**src/rtl/mul_share_arbiter.sv**
```systemverilog
// rtl/mul_share_arbiter.sv - round-robin sharing of one pipelined 32x32 multiplier among NREQ requesters
module mul_share_arbiter #(
   parameter int NREQ  = 2,
   parameter int IDW   = 1,
   parameter int DEPTH = 8
) (
   input  logic                 clk,
   input  logic                 reset,
   input  logic [NREQ-1:0]      req_val,
   input  logic [NREQ*32-1:0]   req_a,
   input  logic [NREQ*32-1:0]   req_b,
   output logic [NREQ-1:0]      req_rdy,
   output logic [NREQ-1:0]      resp_val,
   output logic [63:0]          resp_p,
   output logic [31:0]          intA,
   output logic [31:0]          intB,
   output logic                 val_op,
   input  logic                 oprand_rdy,
   input  logic                 commit,
   input  logic [63:0]          longP,
   output logic                 busy,
   output logic                 err_underflow
);

   // DEPTH is a power of two (>= 2), so pointers wrap naturally at AW bits
   localparam int AW = (DEPTH > 1) ? $clog2(DEPTH) : 1;
   localparam int CW = $clog2(DEPTH + 1);

   // issue register
   logic [31:0]      inta_q, inta_d;
   logic [31:0]      intb_q, intb_d;
   logic             val_op_q, val_op_d;
   logic [IDW-1:0]   tag_q, tag_d;
   logic [IDW-1:0]   ptr_q, ptr_d;

   // tag FIFO
   logic [IDW-1:0]   mem_q [DEPTH];
   logic [AW-1:0]    head_q, head_d;
   logic [AW-1:0]    tail_q, tail_d;
   logic [CW-1:0]    count_q, count_d;

   // response side
   logic [NREQ-1:0]  resp_val_q, resp_val_d;
   logic [63:0]      resp_p_q, resp_p_d;
   logic             err_q, err_d;

   logic             accept;
   logic             slot_free;
   logic             space;
   logic             gnt_found;
   logic [IDW-1:0]   gnt_id;
   logic             grant;
   logic [31:0]      sel_a;
   logic [31:0]      sel_b;
   logic             push;
   logic             pop;
   logic             underflow;
   logic [IDW-1:0]   head_tag;

   assign accept    = val_op_q & oprand_rdy;
   assign slot_free = !val_op_q | oprand_rdy;
   // issue register counts against capacity so a full FIFO never overflows on its accept
   assign space     = (32'(count_q) + 32'(val_op_q)) < DEPTH;
   assign grant     = !reset & slot_free & space & gnt_found;

   // round-robin scan: first valid requester at or after ptr, modulo NREQ
   always_comb begin
      gnt_found = 1'b0;
      gnt_id    = '0;
      for (int k = 0; k < NREQ; k++) begin
         for (int i = 0; i < NREQ; i++) begin
            if (!gnt_found && req_val[i] && (((int'(ptr_q) + k) % NREQ) == i)) begin
               gnt_found = 1'b1;
               gnt_id    = IDW'(i);
            end
         end
      end
   end

   // one-hot grant and operand select for the winning requester
   always_comb begin
      req_rdy = '0;
      sel_a   = '0;
      sel_b   = '0;
      for (int i = 0; i < NREQ; i++) begin
         req_rdy[i] = grant && (gnt_id == IDW'(i));
         if (gnt_id == IDW'(i)) begin
            sel_a = req_a[32*i +: 32];
            sel_b = req_b[32*i +: 32];
         end
      end
   end

   // issue register next state: load on grant, drop valid once accepted, otherwise hold
   always_comb begin
      inta_d   = inta_q;
      intb_d   = intb_q;
      val_op_d = val_op_q;
      tag_d    = tag_q;
      ptr_d    = ptr_q;
      if (grant) begin
         inta_d   = sel_a;
         intb_d   = sel_b;
         val_op_d = 1'b1;
         tag_d    = gnt_id;
         ptr_d    = (gnt_id == IDW'(NREQ - 1)) ? '0 : gnt_id + IDW'(1);
      end else if (accept) begin
         val_op_d = 1'b0;
      end
   end

   assign push      = accept;
   assign pop       = commit && (count_q != '0);
   // a same-cycle push cannot satisfy a commit: the result would precede its own issue
   assign underflow = commit && (count_q == '0);
   assign head_tag  = mem_q[head_q];

   // tag FIFO pointers and the response to the head owner
   always_comb begin
      head_d     = pop  ? head_q + AW'(1) : head_q;
      tail_d     = push ? tail_q + AW'(1) : tail_q;
      count_d    = count_q + CW'(push) - CW'(pop);
      resp_p_d   = pop ? longP : resp_p_q;
      err_d      = err_q | underflow;
      resp_val_d = '0;
      for (int i = 0; i < NREQ; i++) begin
         resp_val_d[i] = pop && (head_tag == IDW'(i));
      end
   end

   // all control state, cleared asynchronously
   always_ff @(posedge clk or posedge reset) begin
      if (reset) begin
         inta_q     <= '0;
         intb_q     <= '0;
         val_op_q   <= 1'b0;
         tag_q      <= '0;
         ptr_q      <= '0;
         head_q     <= '0;
         tail_q     <= '0;
         count_q    <= '0;
         resp_val_q <= '0;
         resp_p_q   <= '0;
         err_q      <= 1'b0;
      end else begin
         inta_q     <= inta_d;
         intb_q     <= intb_d;
         val_op_q   <= val_op_d;
         tag_q      <= tag_d;
         ptr_q      <= ptr_d;
         head_q     <= head_d;
         tail_q     <= tail_d;
         count_q    <= count_d;
         resp_val_q <= resp_val_d;
         resp_p_q   <= resp_p_d;
         err_q      <= err_d;
      end
   end

   // tag storage needs no reset: entries are only read between push and pop
   always_ff @(posedge clk) begin
      if (push) begin
         mem_q[tail_q] <= tag_q;
      end
   end

   assign intA          = inta_q;
   assign intB          = intb_q;
   assign val_op        = val_op_q;
   assign resp_val      = resp_val_q;
   assign resp_p        = resp_p_q;
   assign busy          = val_op_q | (count_q != '0);
   assign err_underflow = err_q;

endmodule

```
**config.mk**
```make
export PLATFORM = sky130hd
export DESIGN_NAME = mul_share_arbiter
export DESIGN_NICKNAME = d
export VERILOG_FILES = /design/src/rtl/mul_share_arbiter.sv
export SDC_FILE = /design/constraint.sdc
export NUM_CORES = 1
export LEC_CHECK = 0
export CAP_MARGIN = 20
export CORE_AREA = 2 2 131 133
export DETAILED_ROUTE_END_ITERATION = 10
export DIE_AREA = 0 0 133 135
export PLACE_DENSITY_LB_ADDON = 0.1
export SYNTH_ARGS = -nofsm -noshare
export SYNTH_HDL_FRONTEND = slang
export SYNTH_SLANG_ARGS = --single-unit
```
**constraint.sdc**
```tcl
create_clock -name clk -period 8.5 [get_ports clk]
set_clock_uncertainty 0.15 [all_clocks]
set_input_delay 2.55 -clock clk [delete_from_list [all_inputs] [get_ports clk]]
set_output_delay 2.55 -clock clk [all_outputs]
set_load 0.005 [all_outputs]
```
==> qor.yml <==
fin_crit_ps: 6840
grt_max_degree: 77
rsz0062_at_grt: "no"
hold_class: "reg2reg"
final-seq-area_um2: 3840
synth_area_um2: 6730
finish.utilization: 0.659
async_reset_ff_frac: 0.947
floorplan.initialDensity: 0.410
routed_wl_um: 19200
vdd_ir_drop_max_v: 0.000225
clk_path_buf_depth: 2
rows: 47
yosys_warnings: 0
clk_pin_slew_ps: 60
slew_viol_final: 0
syn2layout_area_growth_pct: 60.5
vias: 5336
yosysSeqAreaShare: 0.571
tightest_slew_ps: 869
p_leak_nw: 4.76
ys.flop_type: "dfrtp_1"
multiInputGateArea_um2: 2710
max_cap_violations: 0
synth-seq-cells: 152
globalRouteTotalUtil: 0.216
grt_pass1_wl_um: 30100
synthDistinctLibCells: 32
numCtsBuffers: 17
holdWs_ps: 305
crit_type: "in2out"
coreArea_um2: 16400
status: "complete, no violations"
clk_latency_ps: 410
setup_viol: 0
dr.pass1.iters: 4
nets: 1108
place.gp.congestion: 0.792
h-tree-depth: 4
num_antenna_cells: 0
cts_tree: "yes"
fp.dieW_um: 133
io_pins: 333
cts-root-buf: "clkbuf_16"
dieArea_um2: 18000
drtAntennaViolNets: 0
synth_area_per_cell_um2: 11.7
postCtsSetupBuffers: 0
wl_per_cell_um: 16.9
cts_resized: 0
arrival_ps: 4140
setup_tns_ps: 0
drc_errors: 0
hpwl_um: 14300
end_kind: "output pin"
grt_antenna_before_repair: 0
critPathLaunchType: "primary input"
clock.fmax_mhz: 146
fp.dieH_um: 135
grt_overflow_total: 0
syn_inst: 576
cts.sinks: 152
cp.required_ps: 5800
hold_viol: 0
fillers: 1226
period_share: 0.805
portBuffers: 332
cts_hold_buffers: 0
power_density_nw_per_um2: 293
drt_iter0_drc: 190
grt_pass1_vias: 5679
syn-num-nets: 783
viasPerCell: 4.71
critPathMaxFanout: 8
drive_gt1_frac: 0.191
synth_edf_count: 8
relSlewSlack: 0.420
[Yosys cell counts, drive strengths merged (2+ instances only)]
library cell	count	area (µm²)
nand2b	4	25.0
nand2	202	758
buf	25	150
edfxtp	8	240
a21o	2	15.0
dfrtp	144	3600
xnor2	6	60.1
nor2	10	37.5
nor3	2	10.0
ha	8	100
mux2i	2	20.0
mux2	130	1490
nand3	4	25.0
clkbuf	6	22.5
mux4	2	45.0
nand4	2	18.8
inv	9	33.8
nor2b	2	12.5
[report_power, final]
part	total (mW)	internal (mW)	switching (mW)
Sequential	1.17	1.01	0.166
Combinational	1.25	0.799	0.454
Clock	0.742	0.436	0.307
Total	3.17	2.24	0.927
[critical path, cell delays in order]
cell	delay, ps
clkdlybuf4s50_1	620
nand2b_1	220
nand4_4	120
nor2b_1	130
clkdlybuf4s50_1	500
[stage by stage]
step	total power, mW	instance area (µm²)	std cells	worst slack [ps]
floorplan	1.72	6730	576	1930
global route	3.36	10800	1134	1530
global placement	2.41	10200	1102	1680
finish	3.17	10800	1134	1660
CTS	3.21	10800	1134	1630
detailed placement	2.46	10200	1102	1650
[worst paths after layout]
kind                                from             to  slack [ps]  cells after the start
max                           oprand_rdy     req_rdy[0]        1660                      5
min                        err_underflow  err_underflow         310                      1
max reg2reg                   count_q[2]     count_q[2]        5870                     10
min reg2reg                err_underflow  err_underflow         310                      1
max in group asynchronous          reset     resp_p[13]        4350                      3
min in group asynchronous          reset       intB[16]        2520                      2
[cells by family after synthesis]
logic type      count (synthesis)  share of synthesized area
compound gates                  4                    0.00371
xor+xnor                        7                     0.0102
fa+ha+maj                       9                     0.0178
buf+inv                        40                     0.0307
flops                         152                      0.571
mux                           134                      0.230
simple gates                  230                      0.136
[metal layers]
layer / wire [µm] / vias to the layer above / GRT usage
met1: 7310 / 2563 / 0.238
met2: 10200 / 194 / 0.396
met4: 516 / 0 / 0.0878
met5: 0 / - / 0
li1: - / 2544 / -
met3: 1120 / 35 / 0.0567
[registers in the layout, indices dropped and copies added, names as in the netlist, 2 cells and up]
| name | count |
|---|---|
| mem_q | 8 |
| count_q | 4 |
| intA | 32 |
| resp_val | 2 |
| resp_p | 64 |
| tail_q | 3 |
| intB | 32 |
| head_q | 3 |
[cells in the final DEF, fill, tap and decap left out, types with 2 or more instances in the layout]
| master | instances |
|---|---|
| mux2i_1 | 2 |
| mux2_4 | 6 |
| a21o_1 | 2 |
| inv_6 | 5 |
| bufinv_16 | 2 |
| ha_1 | 8 |
| nor2_1 | 10 |
| clkdlybuf4s50_1 | 332 |
| clkbuf_1 | 2 |
| buf_4 | 5 |
| clkinvlp_4 | 3 |
| clkinv_4 | 2 |
| dfrtp_1 | 144 |
| mux2_2 | 124 |
| inv_1 | 8 |
| nand3_1 | 3 |
| clkinv_2 | 2 |
| mux4_2 | 2 |
| xnor2_1 | 5 |
| nand2_1 | 202 |
| edfxtp_1 | 8 |
| clkbuf_16 | 17 |
| nand2b_1 | 3 |
| nor3_1 | 2 |
[layout make-up]
class                      instances  area share
clock buffer                      19      0.0401
clock inverter                    13      0.0134
inverter                           9     0.00359
multi-input combinational        384       0.251
sequential                       152       0.356
tap                              220      0.0255
timing repair buffer             337       0.311
(Power assumes the default switching activity.)
==> edit: new RTL, config.mk and constraints unchanged <==
Set the parameter `NREQ` to 1 (it was 2).
--- a/src/rtl/mul_share_arbiter.sv
+++ b/src/rtl/mul_share_arbiter.sv
@@ -2,3 +2,3 @@
 module mul_share_arbiter #(
-   parameter int NREQ  = 2,
+   parameter int NREQ  = 1,
    parameter int IDW   = 1,
Ports: changed (5 resized); port bits go from 333 to 266. No check against the original RTL was run, so the function may have changed too.
==> edit against the unedited design <==
- total power shrank 14%
- sequential cell count shrank 17
- global-route usage shrank 6.2 points
- count of clock-buffer cells in the layout grew 2
- final cell count shrank 28%
- clock power grew 5.9%
- setup slack gained 0.057 ns
- wire length shrank 31%
- non-clock buffer count shrank 69
- cell area shrank 20%
- critical path depth shrank 1
- area after synthesis shrank 23%
- critical endpoint is now req_rdy
- highest routed layer unchanged
==> edit: results (changes against the unedited design) <==
* Outcome: completed
- The share of synthesized registers carrying an async set or reset was 100% (+5.3 points).
- Port Buffers: 265 (-20%)
- First-pass GRT wire length: 21100 µm (-30%)
- Sorting the synthesized cells by area gives the leading types as sky130_fd_sc_hd__dfrtp_1 (65%), sky130_fd_sc_hd__mux2_2 (20%), sky130_fd_sc_hd__mux2_1 (8.3%), sky130_fd_sc_hd__ha_1 (1.7%), sky130_fd_sc_hd__buf_2 (0.87%).
* Critical path data arrival time: 4.09 ns (-0.05 ns)
- HPWL after DPL: 9710 µm (-32%)
- Least-Margin Pin Slew: 0.920 ns (+0.0502 ns)
- Crit path launch: reset
- Final wirelength: 13300 µm (-31%)
- Number of synthesized register bits: 135 (-11%)
* Count of unique library cells instantiated by Yosys: 21 (-34%)
* Number of nets in the layout: 722 (-35%)
- Worst reg2reg endpoint: intB[25]
* P per Cell Area: 315 nW/µm² (+7.4%)
* Wire length on met3: 1060 µm (-5.8%)
- Number of ordinary and repair buffers in the finished layout: 268 (-20%)
* Met3 track utilization from global routing: 5.52% (-0.15 points)
- Maximum number of pins on one net before global-route repair: 74 (-3.9%)
- Filler Cells Inserted: 1378 (+12%)
* Minimum hold slack: 0.309 ns (+0.00329 ns)
- Worst IR Drop VDD: 0.150 mV (-33%)
- Clock-cell share: 7.39% (+2.0 points)
- Via Count: 3576 (-33%)
* Total global routing track utilization: 15.4% (-6.2 points)
- The met1 wire length is 5040 µm (-31%).
* GR Layer Usage met1: 16.7% (-7.2 points)
- The total leakage power is 3.60 nW (-24%).
* Via count of the first global-routing pass: 3917 (-31%)
* Max stage delay on crit path: 0.57 ns (-0.05 ns)
- Combinational gate power: 0.000942 W (-25%)
* Number of vias per cell after detailed routing: 4.39 (-6.6%)
edit: cell types whose count changed in the layout (fill, tap and decap cells not counted), moves of 3 or more:
cell / change
sky130_fd_sc_hd__clkbuf_8: +3
sky130_fd_sc_hd__inv_6: -5
sky130_fd_sc_hd__edfxtp_1: -8
sky130_fd_sc_hd__clkdlybuf4s50_1: -67
sky130_fd_sc_hd__mux2_4: -6
sky130_fd_sc_hd__nor2_1: -10
sky130_fd_sc_hd__mux2_2: -34
sky130_fd_sc_hd__nand2_1: -201
sky130_fd_sc_hd__xnor2_1: -5
sky130_fd_sc_hd__dfrtp_1: -9
sky130_fd_sc_hd__nand3_1: -3
sky130_fd_sc_hd__mux2_1: +38
edit: cell families after synthesis:
logic type / synth area share, %
flip-flops: 65.3
multiplexers: 27.9
buffers and inverters: 2.40
AND/OR/NAND/NOR: 1.11
adder cells (fa/ha/maj): 2.08
AO/OA/AOI/OAI: 0.847
XOR/XNOR: 0.339
